==> src/rtl/fp_normaliser.sv <==
// Post-addition normaliser for IEEE-754 single precision. It takes a raw 25-bit mantissa sum,
// shifts it one bit per cycle until the hidden bit is set, and truncates the result.
module fp_normaliser (
  input  logic        clk,
  input  logic        rst,
  input  logic        sign,
  input  logic [7:0]  Ex,
  input  logic [24:0] mant,
  input  logic        in_valid,
  output logic        in_ready,
  output logic [31:0] result,
  output logic        out_valid,
  input  logic        out_ready,
  output logic        overflow,
  output logic        underflow
);

  typedef enum logic [1:0] {IDLE, NORM, DONE} state_e;

  state_e      state_q,  state_d;
  logic        sign_q,   sign_d;
  logic [7:0]  exp_q,    exp_d;
  logic [24:0] mant_q,   mant_d;
  logic [31:0] result_q, result_d;
  logic        ovf_q,    ovf_d;
  logic        unf_q,    unf_d;

  always_comb begin
    // NOTE: every signal gets its hold value first, so no path through the case leaves one unassigned (no latch).
    state_d  = state_q;
    sign_d   = sign_q;
    exp_d    = exp_q;
    mant_d   = mant_q;
    result_d = result_q;
    ovf_d    = ovf_q;
    unf_d    = unf_q;

    unique case (state_q)
      IDLE: begin
        if (in_valid) begin
          sign_d = sign;
          mant_d = mant;
          exp_d  = (Ex == 8'h00) ? 8'h01 : Ex;
          if (Ex == 8'hFF) begin
            // Inf/NaN operands pass straight through without normalising.
            result_d = {sign, 8'hFF, mant[22:0]};
            ovf_d    = 1'b0;
            unf_d    = 1'b0;
            state_d  = DONE;
          end else begin
            state_d  = NORM;
          end
        end
      end

      NORM: begin
        state_d = DONE;
        ovf_d   = 1'b0;
        unf_d   = 1'b0;
        if (mant_q == 25'd0) begin
          result_d = 32'h0000_0000;
        end else if (mant_q[24] && exp_q == 8'hFE) begin
          result_d = {sign_q, 8'hFF, 23'd0};
          ovf_d    = 1'b1;
        end else if (mant_q[24]) begin
          result_d = {sign_q, exp_q + 8'd1, mant_q[23:1]};
        end else if (mant_q[23]) begin
          result_d = {sign_q, exp_q, mant_q[22:0]};
        end else if (exp_q <= 8'd1) begin
          result_d = {sign_q, 8'h00, mant_q[22:0]};
          unf_d    = 1'b1;
        end else begin
          mant_d  = mant_q << 1;
          exp_d   = exp_q - 8'd1;
          state_d = NORM;
        end
      end

      DONE: begin
        if (out_ready) begin
          ovf_d   = 1'b0;
          unf_d   = 1'b0;
          state_d = IDLE;
        end
      end

      default: state_d = IDLE;
    endcase
  end

  // NOTE: sequential state uses non-blocking assignments only, so every register samples pre-edge values.
  always_ff @(posedge clk) begin
    if (rst) begin
      state_q  <= IDLE;
      sign_q   <= 1'b0;
      exp_q    <= 8'h00;
      mant_q   <= 25'd0;
      result_q <= 32'h0000_0000;
      ovf_q    <= 1'b0;
      unf_q    <= 1'b0;
    end else begin
      state_q  <= state_d;
      sign_q   <= sign_d;
      exp_q    <= exp_d;
      mant_q   <= mant_d;
      result_q <= result_d;
      ovf_q    <= ovf_d;
      unf_q    <= unf_d;
    end
  end

  assign in_ready  = (state_q == IDLE);
  assign out_valid = (state_q == DONE);
  assign result    = result_q;
  assign overflow  = ovf_q;
  assign underflow = unf_q;

endmodule

==> config.mk <==
export PLATFORM = sky130hd
export DESIGN_NAME = fp_normaliser
export DESIGN_NICKNAME = d
export VERILOG_FILES = /design/src/rtl/fp_normaliser.sv
export SDC_FILE = /design/constraint.sdc
export NUM_CORES = 1
export LEC_CHECK = 0
export CORE_MARGIN = 2
export CORE_UTILIZATION = 30
export CTS_CLUSTER_DIAMETER = 80
export DETAILED_ROUTE_END_ITERATION = 10
export PLACE_DENSITY_LB_ADDON = 0.15
export SYNTH_ARGS = -nofsm -noshare
export SYNTH_HDL_FRONTEND = slang
export SYNTH_SLANG_ARGS = --single-unit
export TNS_END_PERCENT = 20
==> constraint.sdc <==
create_clock -name clk -period 2.64 [get_ports clk]
set_clock_uncertainty 0.05 [all_clocks]
set_input_delay 0.66 -clock clk [delete_from_list [all_inputs] [get_ports clk]]
set_output_delay 0.66 -clock clk [all_outputs]
set_load 0.02 [all_outputs]
[Yosys cells after proc, flatten, opt, wreduce, memory -nomap -nowiden]
Cells that the tools add are included.
Storage, ports and cells
  flip-flop bits (word level): 70
  bits in latches: 0
  bits in writable memories: 0
  memory bits (read-only): 0
  bits of input ports: 38
  output and inout port bits: 36
  memories: 0
Operators by class
  add/subtract/negate cells: 2
  multipliers: 0
  divide/modulo/power cells: 0
  magnitude comparators: 1
  equality and inequality tests: 13
  shift operators: 0
  mux-type cells: 44
  bitwise operators: 0
  reduce and logical (&&, ||, !) cells: 13
Operator list (count)
  $mux W32: 7
  $mux W25: 4
  $pmux W32 S2: 1
  $mux W8: 7
  $pmux W25 S2: 1
  $mux W24: 2
  $logic_not A25 Y1: 1
  $eq A8 B8 Y1 const B: 2
  $mux W2: 8
  $pmux W8 S2: 1
  $ne A2 B2 Y1 const B: 6
  $reduce_and A4 Y1: 3
  $mux W1: 10
  $add A8 B1 Y8 const B: 1
  $le A8 B1 Y1 const B: 1
  $logic_not A8 Y1: 1
  $sub A8 B1 Y8 const B: 1
  $reduce_and A7 Y1: 1
  $ne A6 B6 Y1 const B: 1
  $pmux W1 S3: 2
  $pmux W2 S3: 1
  $reduce_and A5 Y1: 1
  $ne A2 B1 Y1 const B: 2
  $reduce_and A2 Y1: 2
  6 further kinds: 6

[Longest topological paths before layout]
Gate-level depths: netlist of run 1.
  word-level depth: 7
  depth in mapped cells: 8

[Worst setup path after synthesis of run 1]
Ideal clock, no wire load.
  path kind: input to register
  start point: in in_valid
  end point: reg mant_q[17]
  setup time: 0.132 ns
  data arrival time: 2.000 ns
  required time: 2.458 ns
  slack: 0.458 ns
  cell stages on the path: 7
  buffers on the path: 2
  cell sequence: or3b_1 > buf_2 > and4_4 > a22o_4 > buf_4 > a221oi_1 > nor3_1
On the way
  cells in the longest elaborated chain, start to end: 2
RTL lines
  start: declaration: line 9  | input logic in_valid,
  $ne A2 B2 Y1 (no source line)
  $reduce_and A7 Y1 (no source line)
  end signal: assignment: line 105  | mant_q <= mant_d;
  end: declaration: line 23  | logic [24:0] mant_q, mant_d;
Every way passes these cells.
A chain may end at the register's enable or synchronous reset.

[Worst setup path in the final report of run 1]
  start point: reg mant_q[14]
  end point: reg result_q[31], in the netlist result[31]
On the way
  cells in the longest elaborated chain, start to end: 3
  elaborated cells on any way between the ends: 5
  those cells by class: eq/ne (1); mux (2); reduce/logical (2)
RTL lines
  $logic_not A25 Y1 (*): line 60  | if (mant_q == 25'd0) begin
  $ne A6 B6 Y1 (no source line) / $mux W32 (equally long branches)
  $reduce_and A4 Y1 (no source line) / $pmux W32 S2 (equally long branches)
  end signal: assignment: line 106  | result_q <= result_d;
  end: declaration: line 24  | logic [31:0] result_q, result_d;
Mark *: on every way between the ends. The rest lies on a longest branch, timed or not.

==> run summary, run 1 <==
The met2 layer wire length in the routed design is 5810 microns. The tightest slew margin relative to the limit came out at 0.512. The HPWL reported at the end of detailed placement came out at 8630 microns. Summing every instance area after synthesis gives 0.00405 sq mm. The design draws between 4 and 5 mW. Counting the fill cells in the layout gives around 1.3k. The number of sinks driven by the clock tree came out at 70. The leakage power of the design is roughly 1.8 nW. The worst hold slack came out at 0.409 ns.

The number of buffers added on ports came out at 73. The post-route clock period utilization is 0.914. Summing all multi-input logic gate instances after layout gives 0.00240 sq mm.

The initial antenna violation count came out at 0. The number of I/O pins came out at between 70 and 80. The run finished with clean final reports. The via count of the first global-routing pass is 3671. The initial utilization of the core area, before any placement, comes to 0.307. Setup violations remaining at the end of the flow were counted as 0. The stage delay of the slowest cell on the critical path is a little over 0.6 ns. The adder and majority cell fraction of the synthesized area is 0.0124. The via count came out at 3827.

The pin count of the biggest net entering global routing came out at 35. The number of nets produced by synthesis is 505. 0 antenna diodes ended up in the layout. The largest buffer count on any clock path came out at 2. The worst-case IR drop observed on VDD is 0.444 mV. The final layout contains routed wiring with a total length of 12600 microns. The violation count after the first detailed-routing iteration is about 280. Setup repair after global routing left no endpoint under its margin.

Across every metal layer, demand over resource in global routing totals 0.175. The standard-cell row count came out at 42. The slowest stage of the critical path is the o21ai_4 cell. The top cell types in the final layout, fill and taps aside, are clkdlybuf4s50_1 (72), dfxtp_1 (70), a21oi_1 (66), nor2_1 (57), nor3_1 (35).

The share of async-settable or async-resettable flops after synthesis came out at 0. The power density over the cells came out at 935 mW/mm^2. Of the total synthesized cell area, the portion taken by AND, OR, NAND and NOR gates is 0.187. For this run, the post-layout net count is approximately 570. The via count normalized by instance count is 5.39. The share of the synthesized netlist area taken by xor and xnor gates came out at 0.00650. Of the synthesized area, sequential elements account for 0.346. The post-synthesis average cell area came out at about 8.7 sq um. The wire length of the first global-routing pass is 19800 microns. The data arrival time of the critical path is 2.59 ns.

In this run the number of H-tree levels came out at 3. The share of the synthesized area in compound gates (AO/OA/AOI/OAI) is 0.326. The fraction of final layout cells sized beyond drive strength 1 came out at 0.182. The highest layer touched by signal routing is met4. The clock-pin slew reported for the worst setup and hold paths after clock tree synthesis is 0.06 ns. After detailed routing, the average wire length per cell comes to around 18 microns. The highest attainable clock frequency came out at 414 MHz. Of the post-synthesis cell area, the part taken by muxes is 0.0569. The main flop type after synthesis is dfxtp_1.

The peak fanout along the critical path is 17. The register cell area after layout came out at 0.00140 sq mm. The post-CTS setup buffer count came out at 0. The kind of start point of the critical path is a flip-flop. The number of register bits inferred by synthesis came out at 70.

The count of distinct cell types in the synthesized netlist came out at 54. The total routed wire length on the met1 layer came out at 5960 microns. The cell count after synthesis came out at roughly 460. The critical path goes through nor4_1 > nand4_1 > o21ai_4 > a21oi_1 > a311oi_1.

The signed area change from the synthesized netlist to the final layout came out at 32.2%. The remaining number of nets flagged by the antenna check after routing came out at 0. The setup path with the least slack is of type reg2reg. Once layout is complete, the utilization of the core stands at 0.405.

STA classifies the critical path endpoint as a flip-flop. The full die area came out at 0.0144 sq mm. Buffers inserted during clock tree synthesis total 9. On the critical path the largest part of the delay comes from compound AO/OA/AOI/OAI gates. The clock period minus final worst setup slack came out at between 2 and 2.5 ns. The library cell used most frequently in the layout, excluding fill and tap cells, is clkdlybuf4s50_1. In the routed design, unresolved DRC markers number 0. The total met3 wirelength after detailed routing is ~560 microns. The chip height is 120 microns. The die width came out at approximately 120 microns. For this run, the detailed router's first-pass iteration total came to 5. The count of warnings emitted by yosys is 0.

The number of max-cap violations is 0. The total overflow reported by the global router is 0. For this design, the CTS-stage hold fixing added 0 buffers. The floorplan step defined a core boundary enclosing 0.0132 sq mm.

The final weighted congestion in routability-driven placement came out at 0.856. The main combinational cell family by area after synthesis is compound AO/OA/AOI/OAI gates. In this run the register-to-register setup slack is about 0.23 ns. The number of enable flip-flop cells after synthesis is 0.

The buffer and inverter count on the worst path came out at 0. At the pin with the least slew margin, the transition time is 0.732 ns. The count of pins over their slew limit came out at 0. TritonCTS built the clock tree.

The CTS root buffer is clkbuf_16. The min-delay analysis places its worst path in the category reg2reg. Clock latency on the worst-skew pair, taken at its later pin, is 0.33 ns. The required arrival time at the worst endpoint came out at 2.82 ns. The hold violation total from the final report came out at 0.
==> tightest hold or removal path, cell delays in order, from the launching register on <==
cell and delay [ns]:
dfxtp_1 0.31, nand2_1 0.05, a21oi_1 0.05
==> per-layer routing <==
metal | vias up | GRT usage
met5 | - | 0
met3 | 18 | 0.0375
met1 | 1819 | 0.235
li1 | 1880 | -
met4 | 0 | 0.0632
met2 | 110 | 0.276
==> power by group <==
part | switching, mW | leakage [nW] | internal (mW)
clock network | 0.479 | 0.154 | 0.850
logic | 1.21 | 1.11 | 0.907
registers | 0.254 | 0.576 | 1.30
==> area by class of cell <==
| cell class | count | share of cell area |
|---|---|---|
| Tap cell | 176 | 0.0412 |
| Multi-Input combinational cell | 346 | 0.449 |
| Timing Repair Buffer | 100 | 0.185 |
| Clock buffer | 10 | 0.0447 |
| Sequential cell | 70 | 0.262 |
| Clock inverter | 6 | 0.0159 |
| Inverter | 2 | 0.00140 |
==> cell families after synthesis <==
logic type,Yosys count
AO/OA/AOI/OAI,160
AND/OR/NAND/NOR,155
flip-flops,70
buffers and inverters,48
multiplexers,23
adder cells (fa/ha/maj),4
XOR/XNOR,3
==> synthesized netlist by cell type (4+ instances only) <==
cell | n | area share
nand2b_1 | 5 | 0.0077
a221oi_2 | 8 | 0.030
nor3_1 | 35 | 0.043
nor2b_1 | 5 | 0.0077
dfxtp_1 | 70 | 0.35
a211oi_1 | 5 | 0.0093
a211oi_2 | 28 | 0.087
nand3_1 | 6 | 0.0074
buf_6 | 8 | 0.022
clkbuf_1 | 26 | 0.024
buf_4 | 4 | 0.0074
nor4_1 | 7 | 0.011
nand2_1 | 19 | 0.018
a221oi_1 | 19 | 0.041
ha_1 | 4 | 0.012
o21ai_0 | 7 | 0.0087
nand4_1 | 6 | 0.0093
nor2_1 | 57 | 0.053
mux2i_1 | 23 | 0.057
a21oi_1 | 66 | 0.082
buf_2 | 6 | 0.0074
==> timing repair <==
| item | in CTS | in global routing |
|---|---|---|
| setup endpoints to repair | 1 | 33 |
| pin swaps | 1 | 1 |
| gates resized for setup | 0 | 1 |
| hold endpoints to repair | 0 | 0 |
| cloned | 0 | 1 |
==> registers in the layout (all words and copies together) (netlist names) <==
signal     count
mant_q        25
exp_q          8
sign_q         1
state_q        2
overflow       1
underflow      1
result        32
==> path summary, 6_finish.rpt <==
path	depth (start not counted)	start	end
hold reg to reg	2	sign_q	sign_q
setup / recovery	5	mant_q[14]	result[31]
setup reg to reg	5	mant_q[14]	result[31]
hold / removal	2	sign_q	sign_q
==> through the flow <==
step / TNS, ns / instances / area [sq um] / setup WS [ns]
after floorplan: 0 / 463 / 4050 / 0.458
after global placement: -0.165 / 693 / 5010 / -0.0267
after detailed placement: -0.384 / 693 / 5010 / -0.0752
after CTS: 0 / 709 / 5330 / 0.0189
after global routing: 0 / 710 / 5350 / 0.0000682
final: 0 / 710 / 5350 / 0.226
Power figures use the tool's default switching activity.
==> run 2, diff against run 1 <==
--- a/config.mk
+++ b/config.mk
@@ -10,6 +10,7 @@
 export CTS_CLUSTER_DIAMETER = 80
 export DETAILED_ROUTE_END_ITERATION = 10
 export PLACE_DENSITY_LB_ADDON = 0.15
+export SLEW_MARGIN = 20
 export SYNTH_ARGS = -nofsm -noshare
 export SYNTH_HDL_FRONTEND = slang
 export SYNTH_SLANG_ARGS = --single-unit
==> results of run 2 <==
No change in the layout: final DEF, timing and power equal those of run 1.
==> run 3, diff against run 2 <==
--- a/config.mk
+++ b/config.mk
@@ -7,9 +7,11 @@
 export LEC_CHECK = 0
 export CORE_MARGIN = 2
 export CORE_UTILIZATION = 30
+export CTS_BUF_LIST = sky130_fd_sc_hd__clkbuf_8
 export CTS_CLUSTER_DIAMETER = 80
 export DETAILED_ROUTE_END_ITERATION = 10
 export PLACE_DENSITY_LB_ADDON = 0.15
+export RECOVER_POWER = 100
 export SLEW_MARGIN = 20
 export SYNTH_ARGS = -nofsm -noshare
 export SYNTH_HDL_FRONTEND = slang
==> constraint.sdc (replaced) <==
create_clock -name clk -period 2.1 [get_ports clk]
set_clock_uncertainty 0.05 [all_clocks]
set_input_delay 0.525 -clock clk [delete_from_list [all_inputs] [get_ports clk]]
set_output_delay 0.525 -clock clk [all_outputs]
set_load 0.02 [all_outputs]
==> run 3 against run 2 <==
Against the previous run:
- largest power group unchanged
- sequential power grew 19%
- sequential cell count unchanged
- critical path depth is 2 higher
- register-to-register slack lost 0.13 ns
- global-route usage increased by 0.92 points
- hold slack better by 0.014 ns
- largest cell class unchanged
- non-clock buffer count is 42 higher
- critical endpoint is now mant_q[8]
- via count up 1.6%
==> run summary, run 3 (synthesis gave the netlist of run 1 again) <==
The count of hold-fix buffers inserted at cts came to 0 (unchanged). The length of the first detailed-routing pass in iterations is 4 (was 5). The path depth of the worst reg2reg path came out at 7 (was 5). The stage delay of the slowest cell on the critical path is 0.44 ns (was 0.61 ns). The die width is 120 microns (unchanged). The startpoint of the most critical setup path is exp_q[7] (was mant_q[14]). The destination of the worst register-to-register timing path is mant_q[8] (was result[31]).

The via count normalized by instance count is 5.18 (was 5.39). The number of buffers added on ports came to 73 (unchanged). Cells traversed along the worst timing path: or3_4 > o311ai_4 > buf_6 > a22oi_4 > buf_8 > nor2_1 > nor3_2 (was nor4_1 > nand4_1 > o21ai_4 > a21oi_1 > a311oi_1). The total CTS buffers is 9 (unchanged).

The effective utilization at floorplan is 0.307 (unchanged). The number of flip-flops under the largest register name is 32 (unchanged). The final wirelength is 12700 microns (was 12600 microns).

The number of sinks driven by the clock tree came out at 70 (unchanged). The setup slack of the worst register-to-register path is 0.1 ns (was 0.23 ns). Run status: completed (unchanged). The count of unresolved DRC violations after routing is 0 (unchanged). The wire length of the first global-routing pass was 21000 microns (was 19800 microns). The number of max-cap violations is 0 (unchanged). The critical path class was reg2reg (unchanged). The full die area came to 0.0144 sq mm (unchanged). The power density over the cells came out at 1050 mW/mm^2 (was 935 mW/mm^2). The endpoint of the most critical setup path is mant_q[8] (was result[31]). The peak fanout along the critical path came to 13 (was 17). The remaining number of nets flagged by the antenna check after routing came to 0 (unchanged). The tightest slew margin relative to the limit came out at 0.468 (was 0.512). The clock latency reported for the late side of the worst-skew pair came out at 0.36 ns (was 0.33 ns). The cell with the largest stage delay on the worst path is o311ai_4 (was o21ai_4). The worst flop-to-flop path startpoint is exp_q[7] (was mant_q[14]). The hold violation total from the final report was 0 (unchanged). The final layout net count came out at 614 (was 571). The signed area change from the synthesized netlist to the final layout came out at 38.7% (was 32.2%). The total negative slack for setup checks is 0 ns (unchanged).

The non-filler instance count after layout came out at 751 (was 710). The number of I/O pins came out at 74 (unchanged). The violation count after the first detailed-routing iteration is 188 (was 283).

The endpoint kind of the worst setup timing path is a flip-flop (unchanged). The kind of start point of the critical path is a flip-flop (unchanged). The worst setup slack before clock tree synthesis was -0.467 ns (was -0.0752 ns). The maximum level of the CTS H-tree is 3 (unchanged). The slew at the pin with the worst max-slew slack came out at 0.797 ns (was 0.732 ns). The CTS tree is done (unchanged).

The pin count of the biggest net entering global routing came out at 40 (was 35). The buffer and inverter count on the worst path was 2 (was 0). The final weighted congestion in routability-driven placement is 0.841 (was 0.856). The leading cell type in the layout, fill and taps excluded was dfxtp_1 (was clkdlybuf4s50_1).

The post-CTS setup buffer count was 0 (unchanged). The standard-cell row count is 42 (unchanged). Most used cells in the layout excluding fill and tap cells: dfxtp_1 (68), a21oi_1 (66), buf_4 (57), nor2_1 (56), clkdlybuf4s50_1 (36) (was clkdlybuf4s50_1 (72), dfxtp_1 (70), a21oi_1 (66), nor2_1 (57), nor3_1 (35)). The total setup violations reported at the end of the flow was 0 (unchanged). The count of pins over their slew limit is 0 (unchanged). The clock period minus final worst setup slack came out at 2.00 ns (was 2.41 ns). The via count came out at 3888 (was 3827). The worst vdd rail ir drop came out at 0.345 mV (was 0.444 mV). The total overflow reported by the global router was 0 (unchanged). The post-route clock period utilization is 0.953 (was 0.914).

The initial antenna violation count is 0 (unchanged). The path class of the lowest-slack min-delay path was reg2reg (unchanged). The via count of the first global-routing pass came out at 3953 (was 3671). The number of instances in the placed design came out at 734 (was 693). The number of inserted filler cells in the final layout came out at 1312 (was 1338). The fraction of final layout cells sized beyond drive strength 1 came out at 0.252 (was 0.182). The highest attainable clock frequency is 500 MHz (was 414 MHz).

The clock-pin slew reported for the worst setup and hold paths after clock tree synthesis is 0.07 ns (was 0.06 ns). The data arrival time of the critical path came out at 2.17 ns (was 2.59 ns). The fraction of the core area covered by cells at the end of the flow is 0.425 (was 0.405). The HPWL reported at the end of detailed placement came out at 8940 microns (was 8630 microns). The critical path depth in cells was 7 (was 5). The CTS root buffer is clkbuf_8 (was clkbuf_16). The minimum setup slack in the final design came out at 0.0989 ns (was 0.226 ns). The category of cells accounting for the largest share of critical-path delay is simple AND/OR/NAND/NOR gates (was compound AO/OA/AOI/OAI gates).

The largest buffer count on any clock path is 2 (unchanged). The count of antenna diodes in the layout is 0 (unchanged). The overall routing resource usage is 0.184 (was 0.175).

The leakage power of the design is 2.12 nW (was 1.84 nW). The core area came out at 0.0132 sq mm (unchanged). The required arrival time at the worst endpoint came out at 2.27 ns (was 2.82 ns).

The average wire per standard cell came out at 16.9 microns (was 17.7 microns). The chip height came to 120 microns (unchanged).
## run 3: tightest hold or removal path: stages, from the launching register on
cell and delay, ns:
dfxtp_1 0.32, nand2_1 0.06, a21oi_1 0.05
## run 3: area by class of cell
class / instances / area [sq um] / share of cell area
clock buffer: 12 / 165 / 0.0294
timing repair buffer: 142 / 1340 / 0.239
sequential: 70 / 1400 / 0.250
tap: 176 / 220 / 0.0392
inverter: 2 / 7.51 / 0.00134
multi-input combinational: 347 / 2460 / 0.439
clock inverter: 2 / 8.76 / 0.00156
## run 3: repair_timing
action | 4_1_cts | 5_1_grt
setup endpoints to repair | 30 | 59
pin swaps | 1 | 4
resized for setup | 8 | 14
cloned | 3 | 0
## run 3: power breakdown
part           internal, mW  total [mW]  switching, mW
combinational          1.37        3.05           1.69
sequential             1.63        1.84          0.214
clock                 0.507        1.02          0.515
## run 3: per-layer routing
metal	vias up	share of wire	track usage	wire length (microns)
met2	83	0.44	0.283	5620
li1	1961	-	-	-
met3	27	0.043	0.0361	541
met4	0	0.030	0.0824	387
met5	-	0	0	0
met1	1817	0.48	0.248	6160
## run 3: how the worst min path moves through the flow
stage | from | endpoint | slack (ns) | cells after the start
floorplan | sign_q | sign_q | 0.39 | 2
detailed placement | sign_q | sign_q | 0.42 | 2
global placement | sign_q | sign_q | 0.41 | 2
global route | sign_q | sign_q | 0.46 | 2
CTS | sign_q | sign_q | 0.43 | 2
finish | sign_q | sign_q | 0.42 | 2
## run 3: through the flow
stage / instance area [sq um] / hold WS, ns / power [mW]
floorplan: 4050 / 0.387 / 3.73
global placement: 5340 / 0.410 / 4.83
detailed placement: 5340 / 0.416 / 4.85
CTS: 5560 / 0.427 / 5.96
global route: 5610 / 0.461 / 6.32
finish: 5610 / 0.423 / 5.92
